===== src/rtl/hazard_forward_unit.sv =====
// hazard_forward_unit
//   ALU operand forwarding selects (combinational) and load-use stall
//   sequencing (registered IDLE/STALL machine, LOAD_STALL bubbles per hazard).
//   Optional macro HAZ_STALL_CNT_EN adds a saturating bubble counter on
//   output stall_count.
module hazard_forward_unit #(
    parameter int REG_ADDR_W = 5,
    parameter int LOAD_STALL = 1,   // bubbles per load-use hazard, 1..3
    parameter int CNT_W      = 32   // stall_count width (optional feature)
) (
    input  logic                  clk,
    input  logic                  rst,
    input  logic [REG_ADDR_W-1:0] idex_rs1,
    input  logic [REG_ADDR_W-1:0] idex_rs2,
    input  logic [REG_ADDR_W-1:0] idex_rd,
    input  logic                  idex_memread,
    input  logic [REG_ADDR_W-1:0] exmem_rd,
    input  logic                  exmem_regwrite,
    input  logic [REG_ADDR_W-1:0] memwb_rd,
    input  logic                  memwb_regwrite,
    input  logic [REG_ADDR_W-1:0] ifid_rs1,
    input  logic [REG_ADDR_W-1:0] ifid_rs2,
    input  logic                  ifid_valid,
    input  logic                  flush,
    output logic [1:0]            fwd_a,
    output logic [1:0]            fwd_b,
    output logic                  pc_write,
    output logic                  ifid_write,
    output logic                  idex_bubble,
    output logic                  stall_busy
`ifdef HAZ_STALL_CNT_EN
    ,
    output logic [CNT_W-1:0]      stall_count
`endif
);

    typedef enum logic {
        S_IDLE  = 1'b0,
        S_STALL = 1'b1
    } state_t;

    state_t     r_state;
    state_t     w_state_nxt;
    logic [1:0] r_cnt;
    logic [1:0] w_cnt_nxt;
    logic       w_det;
    logic       w_stall;

    // Reject configurations the 2-bit down-counter cannot sequence.
    if (LOAD_STALL < 1 || LOAD_STALL > 3 || CNT_W < 1) begin : g_bad_param
        $error("hazard_forward_unit: LOAD_STALL must be 1..3 and CNT_W >= 1");
    end

    // Forwarding selects: EX/MEM beats MEM/WB, x0 never forwards, quiet in reset.
    always_comb begin
        // NOTE: every always_comb output gets a default first so no path leaves it unassigned (no latch).
        fwd_a = 2'b00;
        fwd_b = 2'b00;
        if (rst) begin
            if (exmem_regwrite && exmem_rd != '0 && exmem_rd == idex_rs1)
                fwd_a = 2'b01;
            else if (memwb_regwrite && memwb_rd != '0 && memwb_rd == idex_rs1)
                fwd_a = 2'b10;

            if (exmem_regwrite && exmem_rd != '0 && exmem_rd == idex_rs2)
                fwd_b = 2'b01;
            else if (memwb_regwrite && memwb_rd != '0 && memwb_rd == idex_rs2)
                fwd_b = 2'b10;
        end
    end

    // Load in EX feeding an operand of a real ID instruction; a redirect kills it.
    assign w_det = idex_memread && (idex_rd != '0) && ifid_valid &&
                   ((idex_rd == ifid_rs1) || (idex_rd == ifid_rs2)) && !flush;

    // State register: synchronous active-low reset abandons any stall in progress.
    always_ff @(posedge clk) begin
        // NOTE: sequential state uses non-blocking assignments so all flops update together.
        if (!rst) begin
            r_state <= S_IDLE;
            r_cnt   <= 2'd0;
        end else begin
            r_state <= w_state_nxt;
            r_cnt   <= w_cnt_nxt;
        end
    end

    // Next state: the detect cycle is bubble 1, STALL covers the remaining ones.
    always_comb begin
        w_state_nxt = r_state;
        w_cnt_nxt   = r_cnt;
        case (r_state)
            S_IDLE: begin
                if (w_det && LOAD_STALL > 1) begin
                    w_state_nxt = S_STALL;
                    w_cnt_nxt   = 2'(LOAD_STALL - 1);
                end
            end
            S_STALL: begin
                if (flush || r_cnt == 2'd1) begin
                    w_state_nxt = S_IDLE;
                    w_cnt_nxt   = 2'd0;
                end else begin
                    w_cnt_nxt   = r_cnt - 2'd1;
                end
            end
            default: begin
                w_state_nxt = S_IDLE;
                w_cnt_nxt   = 2'd0;
            end
        endcase
    end

    // Stall outputs: flush always wins, reset forces normal flow.
    always_comb begin
        w_stall     = rst && (((r_state == S_IDLE) && w_det) ||
                              ((r_state == S_STALL) && !flush));
        pc_write    = !w_stall;
        ifid_write  = !w_stall;
        idex_bubble = w_stall;
        stall_busy  = (r_state == S_STALL);
    end

`ifdef HAZ_STALL_CNT_EN
    logic [CNT_W-1:0] r_stall_count;

    // Saturating count of issued bubbles.
    always_ff @(posedge clk) begin
        if (!rst)
            r_stall_count <= '0;
        else if (idex_bubble && r_stall_count != '1)
            r_stall_count <= r_stall_count + CNT_W'(1);
    end

    assign stall_count = r_stall_count;
`endif

endmodule


===== config.mk =====
export PLATFORM = sky130hd
export DESIGN_NAME = hazard_forward_unit
export DESIGN_NICKNAME = d
export VERILOG_FILES = /design/src/rtl/hazard_forward_unit.sv
export SDC_FILE = /design/constraint.sdc
export NUM_CORES = 1
export LEC_CHECK = 0
export BUFFER_PORTS_ARGS = -buffer_cell sky130_fd_sc_hd__buf_2
export CORE_UTILIZATION = 30
export CTS_BUF_LIST = sky130_fd_sc_hd__clkbuf_4 sky130_fd_sc_hd__clkbuf_8
export DETAILED_ROUTE_END_ITERATION = 16
export GPL_TIMING_DRIVEN = 1
export PLACE_DENSITY = 0.64
export SYNTH_ARGS = -nofsm -noshare
export SYNTH_HDL_FRONTEND = slang
export SYNTH_SLANG_ARGS = --single-unit
export TNS_END_PERCENT = 1

===== constraint.sdc =====
create_clock -name clk -period 3.26 [get_ports clk]
set_input_delay 0.978 -clock clk [delete_from_list [all_inputs] [get_ports clk]]
set_output_delay 0.978 -clock clk [all_outputs]
set_load 0.05 [all_outputs]

==> Flow_metrics.wiki <==
{| class="wikitable"
! Metric !! Value
|-
| Layout Cell Area excl Fill || 1070 µm²
|-
| F_max || 305 MHz
|-
| Met3 wire length || 190 µm
|-
| Number of antenna violations at the first check in global routing || 0
|-
| Number of distinct library cells after synthesis || 25
|-
| Max-slew violation count || 0
|-
| Final worst slack || -0.0197 ns
|-
| Crit-path max FO || 2
|-
| Number of global-route vias before repair || 698
|-
| Total routed wirelength || 1.78 mm
|-
| Final antenna diode count || 0
|-
| Number of fillers in the final layout || 176
|-
| Ratio of cells with drive above 1 in the final layout || 58.5%
|-
| Cell count after placement || 151
|-
| Reg-to-Reg End || r_cnt[0]$_SDFFE_PN0P_
|-
| Master of the slowest instance on the critical path || or4_4
|-
| Clock net sink count || 3
|-
| Worst setup EP type || output pin
|-
| Worst Hold End || r_cnt[1]$_SDFFE_PN0P_
|-
| Clock latency at the later pin of the worst-skew pair || 0.24 ns
|-
| Run status || finished, violations left
|-
| Area growth, synth to finish || 91.3%
|-
| Count of placed standard cells in the final layout, fillers left out || 155
|-
| # DRC || 0
|-
| Layout net count || 174
|-
| Power spent charging and discharging nets || 0.0702 mW
|-
| Count of mapped cells out of synthesis || 68
|-
| Gate power share || 49.9%
|-
| Final HPWL DP || 1.46 mm
|-
| Minimum clock period || 3.28 ns
|-
| Setup crit start kind || input port
|-
| Cell area power density || 206 nW/µm²
|-
| Gp weighted congestion || 0.717
|-
| Post-synth net total || 111
|-
| Violated checks || setup timing
|-
| Finish-stage setup viols || 1
|-
| Static power due to leakage || 0.463 nW
|-
| Avg WL per Cell || 11.5 µm
|-
| Final period util || 101%
|-
| CTS tree || yes
|-
| Top library cells by usage in the layout, fill and taps aside || buf_2 (39), xnor2_1 (16), xor2_1 (13)
|-
| Via count || 728
|-
| Routed length on met2 || 944 µm
|-
| Worst Reg-to-Reg Cells || 5
|-
| Fraction of power consumed by the clock network || 33.5%
|-
| Effective utilization at floorplan || 32.2%
|-
| Multi-input gate area in the final layout || 559 µm²
|-
| Clk_skew || 0.00144 ns
|-
| Number of warnings issued by yosys || 0
|-
| Core Box Area || 1750 µm²
|-
| Port Buf Inserts || 49
|-
| Slew of the pin with the lowest slew margin || 0.417 ns
|-
| Clock tree buffer depth || 2
|-
| Final Hold Vio Count || 0
|-
| First-pass DRT Iterations || 4
|-
| Critical path, cell by cell || buf_2 -> xor2_1 -> or4_4 -> nor4_4 -> buf_6
|-
| Hold Crit Class || reg2reg
|-
| Utilization of the core after routing || 61.6%
|-
| Sum of negative setup slack || -0.0197 ns
|-
| Number of nets with antenna violations after detailed routing || 0
|-
| Wire length of the first global-routing pass || 2.57 mm
|-
| Setup repair after global routing missed its margin || yes
|-
| Largest net degree at the start of global routing || 5
|-
| Critical register-to-register path startpoint || r_cnt[1]$_SDFFE_PN0P_
|-
| Placement-stage worst setup slack || -0.151 ns
|-
| Internal power || 0.151 mW
|-
| Most frequent standard cell in the layout excluding fill and tap cells || buf_2
|-
| Register-to-register setup slack || 2.24 ns
|-
| Hold_sp || r_cnt[1]$_SDFFE_PN0P_
|-
| Post-Syn Area || 562 µm²
|-
| Seq. cell area || 60.1 µm²
|-
| Clock transition at the registers of the reported paths || 0.03 ns
|-
| Placed Area || 928 µm²
|-
| Total I/O pin count || 50
|-
| Width of the die || 45.3 µm
|-
| Row Count || 15
|-
| Sequential share of the synthesized area || 10.7%
|-
| Peak ir drop on the vdd network || 0.000119 V
|-
| Post-route total power || 0.221 mW
|-
| H-tree lvl count || 1
|-
| Worst-case hold slack || 0.490 ns
|-
| Vias per inst || 4.70
|-
| Number of buffers inserted by hold repair at cts || 0
|-
| Violation count after the first detailed-route iteration || 3
|-
| Crit Path Class || in2out
|-
| Total overflow reported by the global router || 0
|-
| Routed metal-1 wire length || 629 µm
|-
| Top layer used by detailed routing || met4
|-
| Switching power as a share of total power || 31.7%
|-
| Headroom to the max-slew limit || 72.0%
|-
| Post-synthesis sequential element count || 3
|-
| Post-CTS Setup Bufs || 0
|-
| TritonCTS Buffers || 3
|-
| Die footprint || 2050 µm²
|-
| WHS Path Cells || 1
|-
| Worst EP arrival || 2.30 ns
|-
| Max-cap violations || 0
|-
| Global routing usage summed across all routing layers || 17.3%
|-
| Data required time at the worst endpoint || 2.28 ns
|-
| Mean post-synth cell area || 8.26 µm²
|-
| Share of total power in sequential cells || 16.7%
|-
| Root cell of the clock tree || clkbuf_4
|-
| Delay of the slowest critical-path stage || 0.55 ns
|-
| DIE HEIGHT || 45.3 µm
|}
-- kinds of logic after synthesis --
family	share of synthesized area, %
xor gates and xnor gates	46.8
and+or+nand+nor	27.2
AOI/OAI and AO/OA	10.5
buffers and inverters	2.67
DFF	10.7
adders and majority gates	2.23
-- sequential cells by signal (all words and copies together), names as in the netlist --
signal	count
r_cnt	2
stall_busy	1
-- layout make-up --
type | count | share of cell area (%)
Inverter | 2 | 0.698
Sequential cell | 3 | 5.59
Clock buffer | 4 | 2.79
Multi-Input combinational cell | 62 | 52.0
Tap cell | 25 | 2.91
Timing Repair Buffer | 59 | 36.0
-- power groups by stage --
stage               logic (mW)  registers, mW  clock network [mW]
finish                   0.110         0.0369              0.0741
global route             0.119         0.0369              0.0786
CTS                     0.0974         0.0369              0.0768
detailed placement      0.0958         0.0375                   0
global placement        0.0944         0.0375                   0
floorplan               0.0433         0.0375                   0
-- synth_stat cells (all sizes together) --
library cell  instances  area share (%)
or4                   4             6.0
a32o                  1             1.8
dfxtp                 3              11
nor3                  1            0.89
nor4                  5             7.8
nor3b                 1             1.3
xor2                 14              22
nor2                  1            0.67
ha                    1             2.2
o21ai                 1             1.6
a22o                  1             1.6
o22ai                 1             1.1
xnor2                16              25
nand2                 2             1.3
nand3                 5             4.5
a22oi                 1             1.3
inv                   2             1.3
nor2b                 2             2.2
buf                   1             1.3
and2                  2             2.5
a21oi                 2             1.8
o211ai                1             1.3
-- worst max-delay path: cells and delay by family --
family	cells	cell delay (ns)
xor+xnor	1	0.15
buf+inv	2	0.32
simple gates	2	0.86
-- how the worst max path moves through the flow --
stage	startpoint	depth (start not counted)	slack, ns	to
2_1_floorplan	exmem_rd[1]	4	-0.11	fwd_b[1]
3_3_place_gp	exmem_rd[1]	6	-0.13	fwd_b[1]
3_5_place_dp	exmem_rd[1]	6	-0.15	fwd_b[1]
4_1_cts	exmem_rd[0]	6	-0.12	fwd_a[0]
5_1_grt	idex_rs2[1]	5	-0.05	fwd_b[1]
6_report	idex_rs2[1]	5	-0.02	fwd_b[1]
-- timing repair --
item	in CTS	in global routing
pin swaps	0	9
resized for setup	5	23
setup endpoints to repair	4	4
-- per-layer routing --
| layer | vias to the layer above | global-route usage [%] |
|---|---|---|
| met1 | 311 | 16.7 |
| li1 | 365 | - |
| met2 | 50 | 34.5 |
| met4 | 0 | 3.64 |
| met5 | - | 0 |
| met3 | 2 | 6.00 |
Power figures use the tool's default switching activity.
